$ cat src/rtl/uart_rx.sv
// UART receiver: 8 data bits LSB first, even parity, one stop bit, mid-bit sampling.
// A completed frame is held on the outputs until the consumer acknowledges it.
module uart_rx #(
    parameter int clk_frequency = 27,
    parameter int baud_rate     = 115200
) (
    input  logic       clk,
    input  logic       rst_n,
    input  logic       i_byte_accept,
    input  logic       i_data_bit,
    output logic       o_done,
    output logic [7:0] o_data_byte,
    output logic       parity_error,
    output logic       framing_error
);

    localparam int DATA_W = 8;
    localparam int CPB    = (clk_frequency * 1_000_000) / baud_rate;
    localparam int HALF   = CPB / 2;
    localparam int CNT_W  = ($clog2(CPB) > 16) ? $clog2(CPB) : 16;

    localparam logic [CNT_W-1:0] CPB_END  = CNT_W'(CPB - 1);
    localparam logic [CNT_W-1:0] HALF_END = CNT_W'(HALF - 1);

    typedef enum logic [2:0] {IDLE, START, DATA, PARITY, STOP, DONE} state_t;

    state_t             state;
    logic [CNT_W-1:0]   cnt;
    logic [2:0]         bit_idx;
    logic               sync_p0;
    logic               sync_p1;
    logic [DATA_W-1:0]  shift;
    logic               par_bad;
    logic               cnt_end;

    function automatic logic parity_of(input logic [DATA_W-1:0] v);
        return ^v;
    endfunction

    // Stage p0/p1: two-flop synchronizer, idles high.
    always_ff @(posedge clk or posedge rst_n) begin
        if (rst_n) begin
            sync_p0 <= 1'b1;
            sync_p1 <= 1'b1;
        end else begin
            sync_p0 <= i_data_bit;
            sync_p1 <= sync_p0;
        end
    end

    assign cnt_end = (cnt == CPB_END);

    always_ff @(posedge clk) begin
        if (state == DATA && cnt_end)
            shift <= {sync_p1, shift[DATA_W-1:1]};
        if (state == PARITY && cnt_end)
            par_bad <= sync_p1 ^ parity_of(shift);
    end

    always_ff @(posedge clk or posedge rst_n) begin
        if (rst_n) begin
            state         <= IDLE;
            cnt           <= '0;
            bit_idx       <= '0;
            o_done        <= 1'b0;
            o_data_byte   <= 8'h00;
            parity_error  <= 1'b0;
            framing_error <= 1'b0;
        end else begin
            case (state)
                IDLE: begin
                    if (!sync_p1) begin
                        cnt     <= '0;
                        bit_idx <= '0;
                        state   <= START;
                    end
                end
                START: begin
                    // Half a bit in: a high line here means the low was only a glitch.
                    if (cnt == HALF_END) begin
                        cnt   <= '0;
                        state <= sync_p1 ? IDLE : DATA;
                    end else begin
                        cnt <= cnt + 1'b1;
                    end
                end
                DATA: begin
                    if (cnt_end) begin
                        cnt <= '0;
                        if (bit_idx == 3'd7)
                            state <= PARITY;
                        else
                            bit_idx <= bit_idx + 1'b1;
                    end else begin
                        cnt <= cnt + 1'b1;
                    end
                end
                PARITY: begin
                    if (cnt_end) begin
                        cnt   <= '0;
                        state <= STOP;
                    end else begin
                        cnt <= cnt + 1'b1;
                    end
                end
                STOP: begin
                    if (cnt_end) begin
                        cnt           <= '0;
                        framing_error <= ~sync_p1;
                        parity_error  <= par_bad;
                        o_data_byte   <= shift;
                        o_done        <= 1'b1;
                        state         <= DONE;
                    end else begin
                        cnt <= cnt + 1'b1;
                    end
                end
                DONE: begin
                    if (i_byte_accept) begin
                        o_done <= 1'b0;
                        state  <= IDLE;
                    end
                end
                default: state <= IDLE;
            endcase
        end
    end

endmodule

$ cat config.mk
export PLATFORM = sky130hd
export DESIGN_NAME = uart_rx
export DESIGN_NICKNAME = d
export VERILOG_FILES = /design/src/rtl/uart_rx.sv
export SDC_FILE = /design/constraint.sdc
export NUM_CORES = 1
export LEC_CHECK = 0
export CORE_MARGIN = 4
export CORE_UTILIZATION = 45
export CTS_CLUSTER_SIZE = 28
export DETAILED_ROUTE_END_ITERATION = 8
export GPL_TIMING_DRIVEN = 1
export SETUP_SLACK_MARGIN = 0.2
export SLEW_MARGIN = 0
export SYNTH_ARGS = -nofsm -noshare
export SYNTH_HDL_FRONTEND = slang
export SYNTH_SLANG_ARGS = --single-unit
$ cat constraint.sdc
create_clock -name clk -period 2.9 [get_ports clk]
set_clock_uncertainty 0.05 [all_clocks]
set_input_delay 0.87 -clock clk [delete_from_list [all_inputs] [get_ports clk]]
set_output_delay 0.87 -clock clk [all_outputs]
set_load 0.05 [all_outputs]
# [Word-level counts from Yosys, hierarchy flattened]
# Cells that the tools add are included.
[classes] n_reduce_logical=13 eq_ne=16 n_mux=20 n_bitwise=2 n_addsub=2
[op_table] operator="2-to-1 mux 16 bit" count=3
[op_table] operator="case mux 16 bit (3 select lines)" count=1
[op_table] operator="2-to-1 mux 3 bit" count=10
[op_table] operator="case mux 3 bit (6 select lines)" count=1
[op_table] operator="adder 16 x 1 -> 16 bit, second input constant" count=1
[op_table] operator="equality test 16 x 7 -> 1 bit, second input constant" count=1
[op_table] operator="equality test 16 x 8 -> 1 bit, second input constant" count=1
[op_table] operator="inequality test 2 bit, second input constant" count=7
[op_table] operator="equality test 3 bit, second input constant" count=3
[op_table] operator="XOR reduction 8 bit" count=1
[op_table] operator="AND reduction 7 bit" count=1
[op_table] operator="equality test 3 x 2 -> 1 bit, second input constant" count=2
[op_table] operator="case mux 3 bit (2 select lines)" count=1
[op_table] operator="AND reduction 2 bit" count=2
[op_table] operator="AND reduction 4 bit" count=1
[op_table] operator="nonzero test 2 bit" count=2
[op_table] operator="adder 3 x 1 -> 3 bit, second input constant" count=1
[op_table] operator="equality test 3 x 1 -> 1 bit, second input constant" count=1
[op_table] operator="zero test 3 bit" count=1
[op_table] operator="AND reduction 3 bit" count=1
[op_table] operator="nonzero test 3 bit" count=1
[op_table] operator="OR reduction 3 bit" count=1
[op_table] operator="logical AND 1 bit" count=2
[op_table] operator="2-to-1 mux 1 bit" count=2
[op_table] operator="5 further kinds" count=5
[totals] input_bits=4 word_cells=64 output_inout_bits=11 register_bits=44

# [Depth between registers and ports, before layout]
# Gate-level depths: netlist of the first run.
[depth] word_depth=4 ltp_mapped=8 ltp_nobuf=7

# [Worst setup path after synthesis of the first run]
# OpenSTA, ideal clock, no wires.
[synth_path] path_type="register to register" start="register cnt[0]" end="register state[1]" stages_incl_launch_ff=9 synth_period_minus_slack_ns=2.240 required_time_ns=2.717 t_arrival_ns=2.056 setup_slack_ns=0.660 setup_time_ns=0.133 path_buffers=1 cell_sequence="dfrtp_1 inv_1 ha_1 or4bb_1 nor4_1 o22ai_4 buf_6 o21ai_2 o41ai_2"
[synth_between] elab_chain_len=3 elab_cells_between_ends=7 classes_between="eq/ne (6); reduce/logical (1)"
[synth_lines] element="start, declared" line_no="28" source="logic [CNT_W-1:0] cnt;"
[synth_lines] element="start signal, assigned" line_no="84" source="cnt <= cnt + 1'b1;"
[synth_lines] element="start signal, assigned" line_no="95" source="cnt <= cnt + 1'b1;"
[synth_lines] element="start signal, assigned" line_no="103" source="cnt <= cnt + 1'b1;"
[synth_lines] element="equality test 16 x 7 -> 1 bit / equality test 16 x 8 -> 1 bit (equally long branches)" line_no="80, 51"
[synth_lines] element="inequality test 2 bit (no source line)"
[synth_lines] element="AND reduction 7 bit (no source line) (*)"
[synth_lines] element="end signal, assigned" line_no="82" source="state <= sync_p1 ? IDLE : DATA;"
[synth_lines] element="end, declared" line_no="27" source="state_t state;"
# Mark *: on every way between the ends. The rest lies on a longest branch, timed or not.
# A chain may end at the register's enable or synchronous reset.

# [Worst setup path after layout of the first run]
[layout_path] start="register cnt[12]" end="register shift[6] (enable)"
[layout_between] elab_chain_len=2
[layout_lines] element="equality test 16 x 8 -> 1 bit" line_no="51" source="assign cnt_end = (cnt == CPB_END);"
[layout_lines] element="logical AND 1 bit" line_no="54" source="if (state == DATA && cnt_end)"
[layout_lines] element="end signal, assigned" line_no="55" source="shift <= {sync_p1, shift[DATA_W-1:1]};"
[layout_lines] element="end, declared" line_no="32" source="logic [DATA_W-1:0] shift;"
# No other way between the ends.

==> run summary, run 1 <==
Number of enable flip-flop cells after synthesis: 9
Final hold violation count: 0
Layout net count: 221
Weighted congestion reported at the end of routability-driven placement: 0.815
Post-layout worst setup margin: 0.397 ns
Largest area contributor in the netlist: dfrtp_1
Number of DRC violations after detailed-routing iteration 0: 66
Minimum setup slack after placement: 0.406 ns
Launch point of the critical path: cnt[12]
Wire length per cell after detailed routing: 14.2 um
Hold buffer count at CTS: 0
Largest cells by area after synthesis: dfrtp_1 (38%), edfxtp_1 (12%), mux2_2 (5.2%)
Number of cells on the critical path: 3
Number of gates resized after cts: 0
Outcome: completed
Pins over their slew limit: 0
Post-synthesis sequential element count: 44
Unrepaired setup endpoints after global routing: no
Maximum net fanout on the critical path: 10
Routed vias: 1486
Detail Route Antenna Nets: 0
Clock root buffer: clkbuf_8
Highest attainable clock frequency: 0.399 GHz
Data arrival time of the critical path: 2.40 ns
Crit path max-delay cell type: nor4_4
Maximum cell stage delay along the critical path: 0.59 ns
DRC violation count after routing: 0
Hold Startpoint: sync_p0
Input/output buffers: 14
Worst reg2reg startpoint: cnt[12]
Number of global-route vias before repair: 1437
Met2 capacity usage during global routing: 0.208
Critical Setup Path Class: reg -> reg
Detail-routed via count per cell: 5.31
TNS Setup: 0 ns
CP bufs+invs: 0
Final Non-Filler Cells: 280
Die Footprint: 6030 um^2
Antenna violations before repair: 0
Clock-pin slew of the registers on the worst-case setup and hold paths: 0.08 ns
Detailed-placement wirelength estimate: 2820 um
Congestion Overflow GR: 0
Total placed cells including tap cells: 272
Cell count after synthesis: 196
Die Ht: 77.6 um
Yosys synthesis warning count: 0
Met3 usage in global routing: 0.0383
Power density over the cells: 446 nW/um^2
Main synth FF type: dfrtp_1
Inserted Clock Buffers: 5
Worst EP required: 2.80 ns
CTS tree: built
Total nets after synthesis: 205
Fraction of layout cells with a size suffix above 1: 0.141
Post-route cell area: 2480 um^2
Met1 demand-to-capacity share in global routing: 0.200
First-pass GRT wire length: 6870 um
Signed area change from the synthesized netlist to the final layout: 13.8%
Count of H-tree levels built during CTS: 2
First-pass detailed-route iteration total: 5
Worst VDD drop: 0.211 mV
Number of placement rows: 25
Floorplan core area: 4720 um^2
Sequential cell area fraction in the yosys report: 0.526
Total setup buffers inserted after CTS: 0
All-layer global routing usage: 0.144
# diodes: 0
Ratio of final minimum period to clock period: 0.863
Synth top area share: 0.378
Initial cell density of the core: 0.462
Cell chain of the critical path: or4_4 > nor4_4 > and3_1
Yosys cell types: 47
Source-to-sink clock delay at the later pin of the worst-skew pair: 0.29 ns
Setup-violating endpoint count in the final report: 0
Fill cell instance count of the final layout: 434
Global-route layer with the greatest usage: met2
Family of cells with the greatest summed delay on the critical path: simple AND/OR/NAND/NOR gates
Bufs on Longest Clock Path: 2
Worst Max-Slew Pin Slew: 0.613 ns
Leakage power: 1.07 nW
Worst slew margin relative to its limit: 0.587
Netlist area before placement: 2180 um^2
Type of the worst min-delay path: reg -> reg
Pwr Total: 1.11 mW
Average footprint of a synthesized cell: 11.1 um^2
Nature of the critical path startpoint: register
Max-capacitance violation count: 0
Post-Route WL: 3970 um
Top-Level Pins: 15
Clock sink total: 44
Largest net degree at the start of global routing: 36
FF-to-FF End: shift[6]
Width of the die: 77.6 um
Async set-reset flop share out of synthesis: 0.795
Period minus WS final: 2.50 ns
Endpoint kind of the worst setup timing path: register
Cell depth of the worst flop-to-flop path: 3
Worst setup endpoint: shift[6]
Flop-to-flop setup slack: 0.40 ns
Placed Area: 2380 um^2
==> power by group <==
| part | switching (mW) | internal, mW | total [mW] |
|---|---|---|---|
| logic | 0.0120 | 0.00638 | 0.0184 |
| registers | 0.00159 | 0.631 | 0.633 |
| clock network | 0.200 | 0.256 | 0.456 |
| total | 0.214 | 0.893 | 1.11 |
==> routing by layer <==
metal,up-vias,routed length (um)
met5,-,0
met4,0,78
met3,8,104
met2,19,1810
met1,724,1970
li1,735,-
==> worst min-delay path by stage <==
stage / cells after the start / endpoint / slack, ns
detailed placement: 0 / sync_p1 / 0.30
finish: 0 / sync_p1 / 0.31
CTS: 0 / sync_p1 / 0.31
floorplan: 0 / sync_p1 / 0.30
global route: 0 / sync_p1 / 0.31
global placement: 0 / sync_p1 / 0.30
==> placed cells by master, fill, tap and decap left out, types with 6 or more instances in the layout <==
cell type and count:
nand3_1 9, mux2_2 10, xnor2_1 11, edfxtp_1 9
o21ai_0 6, nor2_1 14, nand2_1 17, inv_1 9
clkdlybuf4s50_1 14, a21oi_1 8, dfrtp_1 33
==> layout make-up <==
class	instances	area, um^2	area share
Sequential cell	44	1150	0.462
Multi-Input combinational cell	137	962	0.387
Timing Repair Buffer	15	148	0.0594
Tap cell	67	83.8	0.0338
Clock buffer	6	72.6	0.0292
Clock inverter	2	35.0	0.0141
Inverter	9	33.8	0.0136
==> registers in the layout, summed over array words and instances, names as in the netlist <==
name	flops
bit_idx	3
cnt	16
framing_error	1
o_data_byte	8
o_done	1
par_bad	1
parity_error	1
shift	8
state	3
sync_p0	1
sync_p1	1
==> stage by stage <==
| stage | hold WS [ns] | utilization |
|---|---|---|
| after floorplan | 0.295 | - |
| after CTS | 0.314 | 0.526 |
| after global placement | 0.296 | 0.503 |
| after global routing | 0.315 | 0.526 |
| after detailed placement | 0.297 | 0.503 |
| final | 0.312 | 0.526 |
==> cells by family after synthesis <==
family	count (synthesis)	share of synthesized area
XOR/XNOR	15	0.0602
buffers and inverters	15	0.0327
multiplexers	11	0.0562
AND/OR/NAND/NOR	74	0.194
flip-flops	44	0.526
adder cells (fa/ha/maj)	5	0.0287
AO/OA/AOI/OAI	32	0.102
==> cells in the mapped netlist, types with 4 or more instances <==
| cell type | instances |
|---|---|
| o21ai_0 | 6 |
| edfxtp_1 | 9 |
| nor2_1 | 14 |
| mux2_2 | 10 |
| dfrtp_1 | 33 |
| nand2_1 | 17 |
| xor2_1 | 4 |
| inv_1 | 9 |
| a21oi_1 | 8 |
| clkbuf_1 | 4 |
| ha_1 | 5 |
| nor3_1 | 4 |
| xnor2_1 | 11 |
| nand3_1 | 9 |
| nand4_1 | 4 |
Note: power is estimated with default switching activity, not from simulation.
==> inputs of run 2 (changes only) <==
Settings changed: MAX_ROUTING_LAYER set to met4, SLEW_MARGIN 0 to not set.
==> run summary, run 2 (synthesized netlist as in run 1, its figures left out) <==
Outcome: completed
Clock group share of total power: 0.412
Critical Setup Path Class: reg -> reg
Clock root buffer: clkbuf_8
Input/output buffers: 14
Hold buffer count at CTS: 0
Inserted Clock Buffers: 5
Proportion of power drawn by flip-flops and latches: 0.572
Endpoint kind of the worst setup timing path: register
Family of cells with the greatest summed delay on the critical path: simple AND/OR/NAND/NOR gates
Placed Area: 2380 um^2
Top library cells by usage in the layout, fill and taps aside: dfrtp_1 (33), nand2_1 (17), nor2_1 (14), clkdlybuf4s50_1 (14), xnor2_1 (11)
Max-capacitance violation count: 0
Nature of the critical path startpoint: register
Detail Route Antenna Nets: 0
Worst slew margin relative to its limit: 0.587
Maximum net fanout on the critical path: 19
Layout net count: 221
Largest regs: cnt x16, o_data_byte x8, shift x8
# diodes: 0
CP bufs+invs: 1
Data arrival time of the critical path: 2.63 ns
CTS tree: built
Fill cell instance count of the final layout: 434
Worst Max-Slew Pin Slew: 0.613 ns
Detail-routed via count per cell: 5.29
Antenna violations before repair: 0
Clock sink total: 44
Wire length per cell after detailed routing: 14.2 um
Initial cell density of the core: 0.462
Internal power of the cells: 0.893 mW
Congestion Overflow GR: 0
First-pass GRT wire length: 6870 um
TNS Setup: 0 ns
Total setup buffers inserted after CTS: 0
Pwr Total: 1.11 mW
Ratio of final minimum period to clock period: 0.866
Number of gates resized after cts: 0
Clock-pin slew of the registers on the worst-case setup and hold paths: 0.08 ns
Bufs on Longest Clock Path: 2
Unrepaired setup endpoints after global routing: no
Die Footprint: 6030 um^2
Post-layout worst setup margin: 0.388 ns
Net switching power figure: 0.214 mW
DRC violation count after routing: 0
Top-Level Pins: 15
Final hold violation count: 0
Number of DRC violations after detailed-routing iteration 0: 69
Pins over their slew limit: 0
Power density over the cells: 446 nW/um^2
Period minus WS final: 2.51 ns
Floorplan core area: 4720 um^2
Largest register by flop count: cnt
First-pass detailed-route iteration total: 5
Flip-flop count of the largest register, all copies and words added: 16
Worst VDD drop: 0.211 mV
Die Ht: 77.6 um
Fraction of power spent switching nets: 0.193
Routed vias: 1481
Weighted congestion reported at the end of routability-driven placement: 0.827
Most common cell after layout, fill and taps aside: dfrtp_1
Combinational Power Share: 0.017
Type of the worst min-delay path: reg -> reg
Fraction of layout cells with a size suffix above 1: 0.141
Minimum setup slack after placement: 0.406 ns
Post-Route WL: 3980 um
Number of global-route vias before repair: 1436
Source-to-sink clock delay at the later pin of the worst-skew pair: 0.29 ns
Detailed-placement wirelength estimate: 2820 um
Leakage power: 1.07 nW
Crit path max-delay cell type: nor4_1
Count of H-tree levels built during CTS: 2
Largest net degree at the start of global routing: 36
Highest attainable clock frequency: 0.398 GHz
Cell chain of the critical path: inv_1 > ha_1 > or4bb_1 > nor4_1 > o22ai_4 > nor2_2 > nor2_1
Width of the die: 77.6 um
Worst EP required: 3.02 ns
Number of placement rows: 25
All-layer global routing usage: 0.147
Maximum cell stage delay along the critical path: 0.48 ns
Setup-violating endpoint count in the final report: 0
Post-route cell area: 2480 um^2
Signed area change from the synthesized netlist to the final layout: 13.8%
## run 2: cell counts in the layout (fill, tap and decap cells not counted)
Identical to the previous run, type by type.
## run 2: power groups by stage
| stage | Sequential, mW | Clock (mW) | Combinational, mW |
|---|---|---|---|
| floorplan | 0.645 | 0 | 0.0104 |
| global placement | 0.646 | 0 | 0.0188 |
| detailed placement | 0.646 | 0 | 0.0194 |
| CTS | 0.633 | 0.475 | 0.0196 |
| global route | 0.633 | 0.501 | 0.0221 |
| finish | 0.633 | 0.456 | 0.0184 |
## run 2: worst reg2reg max path, stage by stage, from the launching register on
cell     delay, ns
dfrtp_1       0.41
inv_1         0.13
ha_1          0.15
or4bb_1       0.47
nor4_1        0.48
o22ai_4       0.28
nor2_2        0.31
nor2_1        0.10
## run 2: metrics by stage
step | instances | hold WS [ns] | util
final | 280 | 0.313 | 0.526
after global routing | 280 | 0.312 | 0.526
after detailed placement | 272 | 0.297 | 0.503
after CTS | 280 | 0.314 | 0.526
after floorplan | 196 | 0.295 | -
after global placement | 272 | 0.296 | 0.503
## run 2: metal layers
| layer | vias up | share of wire | global-route usage |
|---|---|---|---|
| met2 | 21 | 0.46 | 0.210 |
| li1 | 733 | - | - |
| met5 | - | 0 | - |
| met1 | 719 | 0.50 | 0.198 |
| met3 | 8 | 0.026 | 0.0383 |
| met4 | 0 | 0.020 | 0.0658 |
## run 2: worst paths after layout
| path | start | endpoint | slack [ns] | depth (start not counted) |
|---|---|---|---|---|
| setup / recovery | cnt[1] | cnt[5] | 0.39 | 7 |
| hold / removal | sync_p0 | sync_p1 | 0.31 | 0 |
| setup reg to reg | cnt[1] | cnt[5] | 0.39 | 7 |
| hold reg to reg | sync_p0 | sync_p1 | 0.31 | 0 |
| max in group asynchronous | rst_n | sync_p1 | 1.52 | 3 |
| min in group asynchronous | rst_n | o_data_byte[6] | 0.93 | 3 |
## run 2: layout make-up
cell class	count	area (um^2)	area share
clock buffer	6	72.6	0.0292
clock inverter	2	35.0	0.0141
multi-input combinational	137	962	0.387
inverter	9	33.8	0.0136
sequential	44	1150	0.462
timing repair buffer	15	148	0.0594
tap	67	83.8	0.0338
==> inputs of run 3 (changes only) <==
Settings changed: ABC_CLOCK_PERIOD_IN_PS set to 2900.
==> results of run 3 <==
The final DEF is identical to that of run 2; final timing and power are the same.
